### src/rtl/uart_alu_interface.sv
// UART-to-ALU bridge: gathers operand A, operand B and an opcode from the UART receiver,
// computes the result and hands it to the transmitter, then waits for the transmitter's done.
// A partial frame is dropped if the gap between its bytes grows too long.
module uart_alu_interface #(
   parameter int unsigned NB_DATA        = 8,
   parameter int unsigned NB_OP          = 6,
   parameter int unsigned TIMEOUT_CYCLES = 50000000
) (
   input  logic               i_clk,
   input  logic               i_reset,
   input  logic               i_rx_done,
   input  logic [NB_DATA-1:0] i_rx_data,
   input  logic               i_tx_done,
   output logic               o_tx_start,
   output logic [NB_DATA-1:0] o_tx_data,
   output logic               o_busy,
   output logic               o_timeout
);

   // A zero TIMEOUT_CYCLES disables the timeout; the counter keeps a 1-bit minimum width
   localparam bit          TimeoutEn = (TIMEOUT_CYCLES > 0);
   localparam int unsigned CntW      = TimeoutEn ? $clog2(TIMEOUT_CYCLES + 1) : 1;
   localparam logic [CntW-1:0] CntMax = CntW'(TimeoutEn ? TIMEOUT_CYCLES - 1 : 0);

   localparam logic [NB_OP-1:0] OpAdd = NB_OP'(6'h20);
   localparam logic [NB_OP-1:0] OpSub = NB_OP'(6'h22);
   localparam logic [NB_OP-1:0] OpAnd = NB_OP'(6'h24);
   localparam logic [NB_OP-1:0] OpOr  = NB_OP'(6'h25);
   localparam logic [NB_OP-1:0] OpXor = NB_OP'(6'h26);
   localparam logic [NB_OP-1:0] OpNor = NB_OP'(6'h27);
   localparam logic [NB_OP-1:0] OpSra = NB_OP'(6'h03);
   localparam logic [NB_OP-1:0] OpSrl = NB_OP'(6'h02);

   typedef enum logic [2:0] {
      StWaitA,
      StWaitB,
      StWaitOp,
      StCompute,
      StSend,
      StWaitTx
   } state_e;

   state_e             state_q, state_d;
   logic [NB_DATA-1:0] a_q, a_d;
   logic [NB_DATA-1:0] b_q, b_d;
   logic [NB_OP-1:0]   op_q, op_d;
   logic [NB_DATA-1:0] result_q, result_d;
   logic [CntW-1:0]    cnt_q, cnt_d;
   logic               tx_start_q, tx_start_d;
   logic               timeout_q, timeout_d;
   logic [NB_DATA-1:0] alu_result;

   // ALU: result truncated to NB_DATA; shifts use the full unsigned B, so large amounts
   // fill with sign bits (SRA) or zeros (SRL) by the language's shift semantics
   always_comb begin
      alu_result = '0;
      case (op_q)
         OpAdd:   alu_result = a_q + b_q;
         OpSub:   alu_result = a_q - b_q;
         OpAnd:   alu_result = a_q & b_q;
         OpOr:    alu_result = a_q | b_q;
         OpXor:   alu_result = a_q ^ b_q;
         OpNor:   alu_result = ~(a_q | b_q);
         OpSra:   alu_result = $signed(a_q) >>> b_q;
         OpSrl:   alu_result = a_q >> b_q;
         default: alu_result = '0;
      endcase
   end

   // Next-state logic: byte capture, inter-byte timeout, compute and transmit handshake
   always_comb begin
      state_d    = state_q;
      a_d        = a_q;
      b_d        = b_q;
      op_d       = op_q;
      result_d   = result_q;
      cnt_d      = cnt_q;
      tx_start_d = 1'b0;
      timeout_d  = 1'b0;
      case (state_q)
         StWaitA: begin
            cnt_d = '0;
            if (i_rx_done) begin
               a_d     = i_rx_data;
               state_d = StWaitB;
            end
         end
         StWaitB, StWaitOp: begin
            if (i_rx_done) begin
               // A byte arriving on the expiry cycle wins over the timeout
               cnt_d = '0;
               if (state_q == StWaitB) begin
                  b_d     = i_rx_data;
                  state_d = StWaitOp;
               end else begin
                  op_d    = i_rx_data[NB_OP-1:0];
                  state_d = StCompute;
               end
            end else if (TimeoutEn && (cnt_q == CntMax)) begin
               state_d   = StWaitA;
               timeout_d = 1'b1;
               a_d       = '0;
               b_d       = '0;
               op_d      = '0;
               cnt_d     = '0;
            end else if (cnt_q != {CntW{1'b1}}) begin
               cnt_d = cnt_q + CntW'(1);
            end
         end
         StCompute: begin
            result_d   = alu_result;
            tx_start_d = 1'b1;
            state_d    = StSend;
         end
         StSend: begin
            state_d = StWaitTx;
         end
         StWaitTx: begin
            if (i_tx_done) begin
               state_d = StWaitA;
            end
         end
         default: state_d = StWaitA;
      endcase
   end

   // State and datapath registers
   always_ff @(posedge i_clk or negedge i_reset) begin
      if (!i_reset) begin
         state_q    <= StWaitA;
         a_q        <= '0;
         b_q        <= '0;
         op_q       <= '0;
         result_q   <= '0;
         cnt_q      <= '0;
         tx_start_q <= 1'b0;
         timeout_q  <= 1'b0;
      end else begin
         state_q    <= state_d;
         a_q        <= a_d;
         b_q        <= b_d;
         op_q       <= op_d;
         result_q   <= result_d;
         cnt_q      <= cnt_d;
         tx_start_q <= tx_start_d;
         timeout_q  <= timeout_d;
      end
   end

   // result_q only changes on leaving COMPUTE, so it is stable from SEND to the next frame
   assign o_tx_start = tx_start_q;
   assign o_tx_data  = result_q;
   assign o_timeout  = timeout_q;
   assign o_busy     = (state_q == StCompute) || (state_q == StSend) || (state_q == StWaitTx);

endmodule

### config.mk
export PLATFORM = sky130hd
export DESIGN_NAME = uart_alu_interface
export DESIGN_NICKNAME = d
export VERILOG_FILES = /design/src/rtl/uart_alu_interface.sv
export SDC_FILE = /design/constraint.sdc
export NUM_CORES = 1
export LEC_CHECK = 0
export ABC_AREA = 1
export CAP_MARGIN = 20
export CORE_MARGIN = 2
export CORE_UTILIZATION = 40
export DETAILED_ROUTE_END_ITERATION = 10
export PLACE_DENSITY = 0.56
export SYNTH_ARGS = -nofsm -noshare
export SYNTH_HDL_FRONTEND = slang
export SYNTH_SLANG_ARGS = --single-unit
export TNS_END_PERCENT = 5
### constraint.sdc
create_clock -name i_clk -period 4.85 [get_ports i_clk]
set_input_delay 0.485 -clock i_clk [delete_from_list [all_inputs] [get_ports i_clk]]
set_output_delay 0.485 -clock i_clk [all_outputs]
set_load 0.005 [all_outputs]
==> Yosys cells after proc, flatten, opt, wreduce, memory -nomap -nowiden <==
Index checks and enable logic that the tools add are counted.
W data, S select, Z words.
{ "totals": {"in_bits": 12, "elab_cells": 75, "regBits": 61} }
{ "op_classes": {"muxes": 24, "bitwise_logic": 4, "shifts": 2, "n_eq_ne": 23, "add_sub_neg": 3, "n_reduce_logical": 11} }
{ "op_table": {"columns": ["op", "count"], "rows": [
  ["$mux W26", 3],
  ["$pmux W8 S8", 1],
  ["$pmux W26 S2", 1],
  ["$mux W8", 5],
  ["$eq A6 B6 Y1 const B", 6],
  ["$add A26 B1 Y26 const B", 1],
  ["$eq A26 B26 Y1 const B", 1],
  ["$ne A26 B26 Y1 const B", 1],
  ["$mux W6", 3],
  ["$pmux W8 S2", 1],
  ["$pmux W3 S5", 1],
  ["$eq A6 B2 Y1 const B", 2],
  ["$mux W3", 4],
  ["$ne A2 B2 Y1 const B", 5],
  ["$reduce_and A3 Y1", 3],
  ["$add A8 B8 Y8", 1],
  ["$and A8 B8 Y8", 1],
  ["$not A8 Y8", 1],
  ["$or A8 B8 Y8", 1],
  ["$shr A8 B8 Y8", 1],
  ["$sshr A8 B8 Y8", 1],
  ["$sub A8 B8 Y8", 1],
  ["$xor A8 B8 Y8", 1],
  ["$eq A3 B2 Y1 const B", 2],
  ["other kinds (12)", 19]
]} }

==> Logic depth before layout (Yosys ltp) <==
Gate-level depths: netlist (run 1).
{ "depth": {"depth_word": 5, "depth_mapped": 19, "mapped_depth_nobuf": 18} }

==> Worst setup path after synthesis (run 1) <==
OpenSTA, ideal clock, no wires.
{ "synth_path": {"path_kind": "register to register", "from": "register b_q[0]", "to": "register result_q[4] (netlist: o_tx_data[4])", "period_less_slack_ns": 2.605, "path_slack_ns": 2.245, "t_arrival_ns": 2.488, "stages_incl_launch_ff": 17, "setup_ns": 0.117, "path_cell_list": "dfrtp_1 > buf_2 > inv_1 > buf_2 > ha_1 > or2_2 > xor2_1 > ha_1 > nand3_1 > nand2_1 > or2_2 > nand3_1 > nand3b_1 > nor2_1 > nand2_1 > nand2_1 > nand2_1"} }
{ "synth_between": {"elab_chain_cells": 2} }
{ "synth_rtl": {"columns": ["item", "line", "source"], "rows": [
  ["from (decl)", "45", "logic [NB_DATA-1:0] b_q, b_d;"],
  ["from (signal assigned)", "132", "b_q <= '0;"],
  ["from (signal assigned)", "141", "b_q <= b_d;"],
  ["$sub A8 B8 Y8, or another cell as far along", "59", "OpSub: alu_result = a_q - b_q;"],
  ["$pmux W8 S8 *", "57", "case (op_q)"],
  ["to (signal assigned)", "143", "result_q <= result_d;"],
  ["to (decl)", "47", "logic [NB_DATA-1:0] result_q, result_d;"]
]} }
Mark *: on every way between the ends. The rest lies on a longest branch, timed or not.
A chain may end at the register's enable or synchronous reset.

==> Worst setup path after layout (run 1) <==
{ "layout_path": {"from": "register b_q[1]", "to": "register result_q[7] (netlist: o_tx_data[7])"} }
Same word-level chain as after synthesis.

==> results of run 1 <==
## flip-flops by register name, summed over array words and instances, names as in the netlist
| name | flops |
|---|---|
| a_q | 8 |
| b_q | 8 |
| cnt_q | 26 |
| o_timeout | 1 |
| o_tx_data | 8 |
| o_tx_start | 1 |
| op_q | 6 |
| state_q | 3 |
## power groups by stage
stage | registers (mW) | clock network [mW] | logic (mW)
2_1_floorplan | 0.735 | 0 | 1.40
3_3_place_gp | 0.818 | 0 | 1.77
3_5_place_dp | 0.820 | 0 | 1.79
4_1_cts | 0.811 | 0.777 | 1.80
5_1_grt | 0.836 | 0.802 | 2.06
6_report | 0.815 | 0.759 | 1.81
## final timing paths
path                                   start      endpoint  slack, ns
worst max-delay path                  b_q[1]  o_tx_data[7]       1.83
worst min-delay path                 i_reset  o_tx_data[7]       0.35
worst max register to register        b_q[1]  o_tx_data[7]       1.83
worst min register to register  o_tx_data[5]  o_tx_data[5]       0.48
max in group asynchronous            i_reset    state_q[0]       3.96
min in group i_clk              o_tx_data[5]  o_tx_data[5]       0.48
## final cells by class
cell class              count  area, µm²  area share
inverters                  93        349      0.0597
repair buffers             24        230      0.0394
multi-input cells         619       3180       0.544
clock buffers               9        225      0.0385
flip-flops and latches     61       1530       0.261
clock inverters             7        123      0.0210
well taps                 172        215      0.0368
## synthesized netlist by cell type (all sizes together), types with 2 or more instances
master  count
o211ai      3
a21oi      14
or2         5
clkbuf      8
nor2       87
dfrtp      61
and2        2
nand3      88
nand4      32
nor3       17
buf        11
xor2       12
xnor2       2
nand2     280
o21ai      44
inv        92
ha         25
## kinds of logic after synthesis
group	after synthesis	share of synthesized area
xor gates and xnor gates	14	0.0237
and+or+nand+nor	513	0.445
adders and majority gates	26	0.0644
buffers and inverters	112	0.0895
AOI/OAI and AO/OA	66	0.0823
DFF	61	0.295
## metal layers
metal  GRT usage  part of all wire  vias to the layer above
met2       0.324              0.42                      190
met5           0                 0                        -
met1       0.335              0.49                     2412
met4      0.0866             0.027                        0
li1            -                 -                     2583
met3      0.0436             0.070                       32
## layout by cell type, fill, tap and decap left out, types with 8 or more instances in the layout
| master | instances |
|---|---|
| nand2_1 | 275 |
| o21ai_2 | 14 |
| clkdlybuf4s50_1 | 21 |
| nand3_2 | 8 |
| nor2_1 | 78 |
| xor2_1 | 12 |
| nor3_1 | 15 |
| ha_1 | 25 |
| a21oi_1 | 14 |
| nand3_1 | 79 |
| inv_2 | 9 |
| clkbuf_16 | 9 |
| o21ai_1 | 14 |
| o21ai_0 | 15 |
| inv_1 | 83 |
| nand4_1 | 32 |
| dfrtp_1 | 61 |
## stage by stage
stage                     hold WS, ns  area [µm²]   util  total power, mW  setup WS [ns]
final                           0.348        5850  0.464             3.38           1.83
after global routing            0.408        5850  0.464             3.70           1.54
after CTS                       0.360        5850  0.464             3.39           1.82
after detailed placement        0.465        5500  0.436             2.61           1.84
after global placement          0.466        5500  0.436             2.59           1.90
after floorplan                 0.189        5170      -             2.13           2.25
==> reports/metrics.yaml, run 1 <==
clkSinkCount: 61
wire_per_inst_um: 15.6
p_int_mw: 1.75
cp_max_fo: 14
required_ns: 5.13
cts_resized: 0
critPathBufInv: 2
p_leak_nw: 2.88
cap_violations: 0
period_needed_ns: 3.02
seqPwrFrac: 0.241
die_y_um: 118
fin_setup_tns_ns: 0
ys_types: 41
crit_type: "flip-flop to flip-flop"
grt_antenna_before_repair: 0
p_sw_mw: 1.63
core_um2: 12600
numCtsBuffers: 9
worstMarginPinSlew_ns: 1.05
hold_violations: 0
synth-seq-cells: 61
grt_pass1_wl_mm: 25.1
start_util: 0.410
rsz0062_at_grt: "no"
root_buffer: "clkbuf_16"
yosysSeqAreaShare: 0.295
arrival_ns: 3.30
die_x_um: 118
synth_area_um2: 5170
finClkSkew_ns: 0.00773
synth_ff_type: "dfrtp_1"
portBuffers: 22
grt_pass1_vias: 4920
finalNonFillerCells: 985
post-place-cells: 969
holdCritPathClass: "input pin to async pin"
gp_congestion: 0.960
path_cells: "inv_1, ha_1, or2_2, xor2_1, ha_1, a21oi_1, nand2_1, a21oi_1, inv_1, nand2_1, nand3_1, nand2_1, nand2_1, nand2_1"
switching_share: 0.482
vias: 5217
critPathMaxStageDelay_ns: 0.60
clock_path_buffers: 2
clkTransAtPathRegs_ns: 0.06
setup_viol: 0
wl_mm: 15.3
clk_latency_ns: 0.34
avgSynthCellArea_um2: 6.53
min_period_over_period: 0.623
setup.worst_path.end_class: "flip-flop"
drv_slew: 0
ant_nets: 0
cts_setup_buffers: 0
async_flop_share: 1.00
crit_cells: 14
synth_edf_count: 0
cp-start-kind: "flip-flop"
status: "completed"
diodes: 0
cp_common_cell: "nand2_1"
grt.overflow.total: 0
track_usage: 0.227
rows: 41
cp_slowest_cell: "dfrtp_1"
dp_hpwl_mm: 11.5
dr.pass1.iters: 5
vdd_ir_drop_max_mv: 0.496
h-tree-depth: 3
p_comb_frac: 0.534
max_slew_margin: 0.297
synth-warning-count: 0
drt-initial-drc-count: 404
drcViolationCount: 0
cpLargestDelayFamily: "simple AND/OR/NAND/NOR gates"
clkPwrFrac: 0.225
nFillCells: 1336
synth_top_area_cell: "dfrtp_1"
drive_gt1_frac: 0.0910
area_growth_pct: 13.1
hold_buffers: 0
ff2ff_path_depth: 14
power.density_nw_per_um2: 578
dieArea_um2: 13800
final_nets: 846
synth_fp_nets: 830
vias_per_cell: 5.30
clock.fmax_mhz: 331
synth_area_leaders: "dfrtp_1, nand2_1, nand3_1"
grt_max_degree: 62
netlist_instances: 792
pin_count: 23
yosysTopAreaCellShare: 0.295
cts_tree: "yes"
No activity file was read; power rests on OpenSTA's default activity.
==> run 2, diff against run 1 <==
Settings changed: PLACE_DENSITY 0.56 to 0.58.
Clock period 4.85 ns to 2.67 ns, I/O delays scaled along.
==> run 2 against run 1 <==
Compared with the run above: final cell count increased by 1.5%; critical path depth rose by 2; largest power group unchanged; non-clock buffer count rose by 16; highest routed layer unchanged; via count fell by 0.35%; largest cell class unchanged; critical path type unchanged.
==> reports/metrics.yaml, run 2 (synthesized netlist as in run 1, its figures left out) <==
status: "completed"
die_x_um: 118  # unchanged
fin_ws_ns: 0.168  # -1.66 ns
required_ns: 2.91  # -2.22 ns
vdd_ir_drop_max_mv: 1.20  # +140%
rows: 41  # unchanged
cts_tree: "yes"
dieArea_um2: 13800  # unchanged
min_period_over_period: 0.937  # +0.314
final_nets: 862  # +1.9%
largest_register_ffs: 26  # unchanged
grt.overflow.total: 0  # unchanged
drt-initial-drc-count: 389  # -3.7%
design_area_um2: 6020  # +3.0%
vias_per_cell: 5.20  # -1.8%
numCtsBuffers: 9  # unchanged
path_cells: "inv_1, nand2_2, nor2_2, nand2_4, nand2_1, xor2_1, inv_1, ha_4, nand2_1, or2_2, nand3_1, nand2_1, nand3_1, nand3_1, nand2_1, nand2_1"
area_growth_pct: 16.5
cp-start-kind: "flip-flop"
portBuffers: 22  # unchanged
holdCritPathClass: "input pin to async pin"
final_core_utilization: 0.477  # +0.0138
dr.pass1.iters: 5  # unchanged
arrival_ns: 2.74  # -0.56 ns
final_cell_mix: "nand2_1, inv_1, nand3_1"
drive_gt1_frac: 0.117  # +0.0261
critPathBufInv: 2  # unchanged
cpLargestDelayFamily: "simple AND/OR/NAND/NOR gates"
root_buffer: "clkbuf_16"
core_um2: 12600  # unchanged
clk_latency_ns: 0.35  # about the same
crit_type: "flip-flop to flip-flop"
mostFrequentLayoutCell: "nand2_1"
grt_pass1_wl_mm: 25.6  # +2.0%
power.density_nw_per_um2: 1060  # +84%
setup.worst_path.end_class: "flip-flop"
grt_max_degree: 38  # -39%
nFillCells: 1376  # +3.0%
die_y_um: 118  # unchanged
pin_count: 23  # unchanged
wire_per_inst_um: 15.2  # -2.2%
ant_nets: 0  # unchanged
fin_setup_tns_ns: 0  # unchanged
worstMarginPinSlew_ns: 0.635  # -0.411 ns
drv_slew: 0  # unchanged
largest-register: "cnt_q"
diodes: 0  # unchanged
p_leak_nw: 2.98  # +3.5%
dp_hpwl_mm: 11.4  # -0.49%
critPathMaxStageDelay_ns: 0.37  # -0.23 ns
clkTransAtPathRegs_ns: 0.05  # about the same
cp_common_cell: "nand2_1"
max_slew_margin: 0.575  # +0.278
seq_area_um2: 1530  # about the same
wl_mm: 15.2  # -0.69%
cp_slowest_cell: "dfrtp_1"
h-tree-depth: 3  # unchanged
place_area_um2: 5630  # +2.3%
cap_violations: 0  # unchanged
grt_pass1_vias: 5104  # +3.7%
period_needed_ns: 2.50  # -0.519 ns
gp_congestion: 0.975  # +1.6%
drcViolationCount: 0  # unchanged
hold_violations: 0  # unchanged
track_usage: 0.230  # +0.00359
cp_max_fo: 7  # -7
multi_input_area_um2: 3220  # +1.2%
clock.fmax_mhz: 400  # +21%
start_util: 0.410  # unchanged
clock_path_buffers: 2  # unchanged
setup_viol: 0  # unchanged
vias: 5199  # -0.35%
grt_antenna_before_repair: 0  # unchanged
cts_setup_buffers: 0  # unchanged
clkSinkCount: 61  # unchanged
post-place-ws_ns: 0.0497  # -1.79 ns
finClkSkew_ns: 0.00826  # +0.000537 ns
-- run 2: cell type report --
cell class                 instances  area share
clock inverter                     4      0.0158
multi-input combinational        619       0.534
sequential                        61       0.254
tap                              172      0.0357
inverter                          93      0.0580
clock buffer                      11      0.0420
timing repair buffer              40      0.0607
-- run 2: layer usage --
| layer | vias to the layer above | share of wire | GRT usage |
|---|---|---|---|
| li1 | 2621 | - | - |
| met1 | 2386 | 0.48 | 0.318 |
| met2 | 169 | 0.44 | 0.358 |
| met3 | 23 | 0.062 | 0.0465 |
| met4 | 0 | 0.019 | 0.0836 |
| met5 | - | 0 | 0 |
-- run 2: what timing repair did --
item,in CTS,in global routing
hold endpoints to repair,24,0
endpoints found under the setup margin,0,7
gates resized for setup,0,11
hold buffers,1,0
-- run 2: power by group --
part / switching, mW / internal (mW) / total, mW
logic: 2.28 / 1.30 / 3.58
registers: 0.285 / 1.15 / 1.43
clock network: 0.437 / 0.955 / 1.39
-- run 2: final timing paths --
check                               end  slack (ns)  depth (start not counted)         start
hold / removal                   b_q[4]        0.26                          2       i_reset
setup / recovery           o_tx_data[6]        0.17                         16       op_q[2]
setup reg to reg           o_tx_data[6]        0.17                         16       op_q[2]
max in group asynchronous        b_q[2]        1.73                          3       i_reset
min in group i_clk         o_tx_data[6]        0.48                          2  o_tx_data[6]
hold reg to reg            o_tx_data[6]        0.48                          2  o_tx_data[6]
-- run 2: metrics by stage --
stage / hold slack (ns) / instances / total power [mW]
global placement: 0.0761 / 984 / 4.81
finish: 0.258 / 1000 / 6.40
global route: 0.273 / 1000 / 6.97
detailed placement: 0.0727 / 984 / 4.87
CTS: 0.263 / 1000 / 6.30
floorplan: -0.0286 / 792 / 3.88
==> run 3, diff against run 2 <==
Settings changed: GPL_ROUTABILITY_DRIVEN from default to 0.
==> run 3 against run 2 <==
Compared with the run above: clock power hardly changed; register-to-register slack better by 0.03 ns; die area stayed put; final cell count is 0.20% higher; sequential share of layout area is 0.10 points lower; fmax is 1.3% higher; setup slack better by 0.033 ns; sequential power hardly changed; highest routed layer unchanged.
==> reports/metrics.yaml, run 3 (synthesized netlist as in run 1, its figures left out) <==
crit_type: "flip-flop to flip-flop"
finClkSkew_ns: 0.00689  # -0.00137 ns
vdd_ir_drop_max_mv: 1.09  # -8.7%
grt_pass1_wl_mm: 25.7  # +0.32%
rsz0062_at_grt: "yes"
largest-register: "cnt_q"
drt-initial-drc-count: 370  # -4.9%
pin_count: 23  # unchanged
h-tree-depth: 3  # unchanged
drive_gt1_frac: 0.118  # +0.000923
grt_antenna_before_repair: 0  # unchanged
power.density_nw_per_um2: 1060  # -0.50%
die_x_um: 118  # unchanged
mostFrequentLayoutCell: "nand2_1"
nFillCells: 1377  # +0.073%
required_ns: 2.91  # about the same
die_y_um: 118  # unchanged
max_slew_margin: 0.566  # -0.00898
setup_viol: 0  # unchanged
start_util: 0.410  # unchanged
wl_mm: 15.1  # -0.78%
dr.pass1.iters: 5  # unchanged
grt_pass1_vias: 5041  # -1.2%
dieArea_um2: 13800  # unchanged
design_area_um2: 6040  # +0.31%
status: "completed"
p_leak_nw: 2.98  # about the same
finalNonFillerCells: 1002  # +0.20%
period_needed_ns: 2.47  # -0.0327 ns
p_comb_frac: 0.556  # -0.003
seqPwrFrac: 0.222  # -0.002
p_sw_mw: 2.98  # -0.59%
worstMarginPinSlew_ns: 0.648  # +0.0134 ns
setup.worst_path.end_class: "flip-flop"
clk_latency_ns: 0.34  # about the same
core_um2: 12600  # unchanged
clkSinkCount: 61  # unchanged
ant_nets: 0  # unchanged
diodes: 0  # unchanged
area_growth_pct: 16.9
cts_setup_buffers: 0  # unchanged
clock_path_buffers: 2  # unchanged
cp_max_fo: 7  # unchanged
vias: 5186  # -0.25%
clock.fmax_mhz: 405  # +1.3%
arrival_ns: 2.71  # -0.03 ns
post-place-cells: 985  # +0.10%
final_cell_mix: "nand2_1, inv_1, nand3_1"
largest_register_ffs: 26  # unchanged
clkTransAtPathRegs_ns: 0.06  # about the same
clkPwrFrac: 0.221  # +0.004
final_nets: 863  # +0.12%
min_period_over_period: 0.925  # -0.0122
cap_violations: 0  # unchanged
holdCritPathClass: "input pin to async pin"
cts_tree: "yes"
portBuffers: 22  # unchanged
place_area_um2: 5630  # +0.13%
p_int_mw: 3.41  # +0.15%
hold_violations: 0  # unchanged
cp-start-kind: "flip-flop"
grt_max_degree: 38  # unchanged
track_usage: 0.230  # -0.000380
drv_slew: 0  # unchanged
numCtsBuffers: 9  # unchanged
wire_per_inst_um: 15.1  # -0.97%
switching_share: 0.466  # -0.00185
rows: 41  # unchanged
drcViolationCount: 0  # unchanged
vias_per_cell: 5.18  # -0.45%
grt.overflow.total: 0  # unchanged
root_buffer: "clkbuf_16"
dp_hpwl_mm: 11.5  # +1.3%
-- run 3: final cells by class --
type	instances	area, µm²	area share
multi-input cells	619	3220	0.533
flip-flops and latches	61	1530	0.253
repair buffers	41	373	0.0617
inverters	93	349	0.0578
clock buffers	11	253	0.0418
well taps	172	215	0.0356
clock inverters	5	106	0.0176
-- run 3: timing repair --
action,in CTS,in global routing
resized for setup,0,11
setup endpoints to repair,0,7
hold buffers,1,0
endpoints found under the hold margin,24,0
-- run 3: path summary, 6_finish.rpt --
kind | start | endpoint | slack (ns) | cells past startpoint
min | i_reset | b_q[4] | 0.25 | 2
max reg2reg | op_q[0] | o_tx_data[4] | 0.20 | 16
max | op_q[0] | o_tx_data[4] | 0.20 | 16
min in group i_clk | o_tx_data[6] | o_tx_data[6] | 0.48 | 2
min reg2reg | o_tx_data[6] | o_tx_data[6] | 0.48 | 2
max in group asynchronous | i_reset | cnt_q[3] | 1.76 | 3
-- run 3: power by group through the flow --
stage	sequential [mW]	combinational, mW	clock [mW]
global placement	1.42	3.38	0
CTS	1.41	3.46	1.44
detailed placement	1.43	3.44	0
global route	1.46	4.03	1.48
finish	1.42	3.56	1.41
floorplan	1.33	2.54	0
-- run 3: through the flow --
step                total power [mW]  hold slack (ns)  utilization  worst slack (ns)  TNS (ns)
floorplan                       3.88          -0.0286            -            0.0654         0
global placement                4.81           0.0696        0.446             0.141         0
detailed placement              4.87           0.0678        0.446            0.0430         0
CTS                             6.31            0.253        0.476            0.0379         0
global route                    6.97            0.253        0.479           -0.0749    -0.107
finish                          6.39            0.251        0.479             0.201         0
-- run 3: routing by layer --
layer,up-vias,GRT usage,part of all wire
met4,0,0.0723,0.015
met5,-,0,0
li1,2620,-,-
met1,2408,0.329,0.48
met3,23,0.0446,0.056
met2,135,0.349,0.45
-- run 3: worst max-delay path, cell delays in order (launching register included) --
cell	delay (ns)
dfrtp_1	0.37
inv_1	0.09
nand2_2	0.08
nor2_4	0.15
nand2_2	0.12
o31ai_1	0.10
xor2_1	0.21
ha_1	0.32
a21oi_2	0.16
nand2_1	0.07
or2_2	0.27
nand3_1	0.07
nand3b_1	0.08
nor2_1	0.10
nand2_1	0.06
nand2_1	0.05
nand2_1	0.04
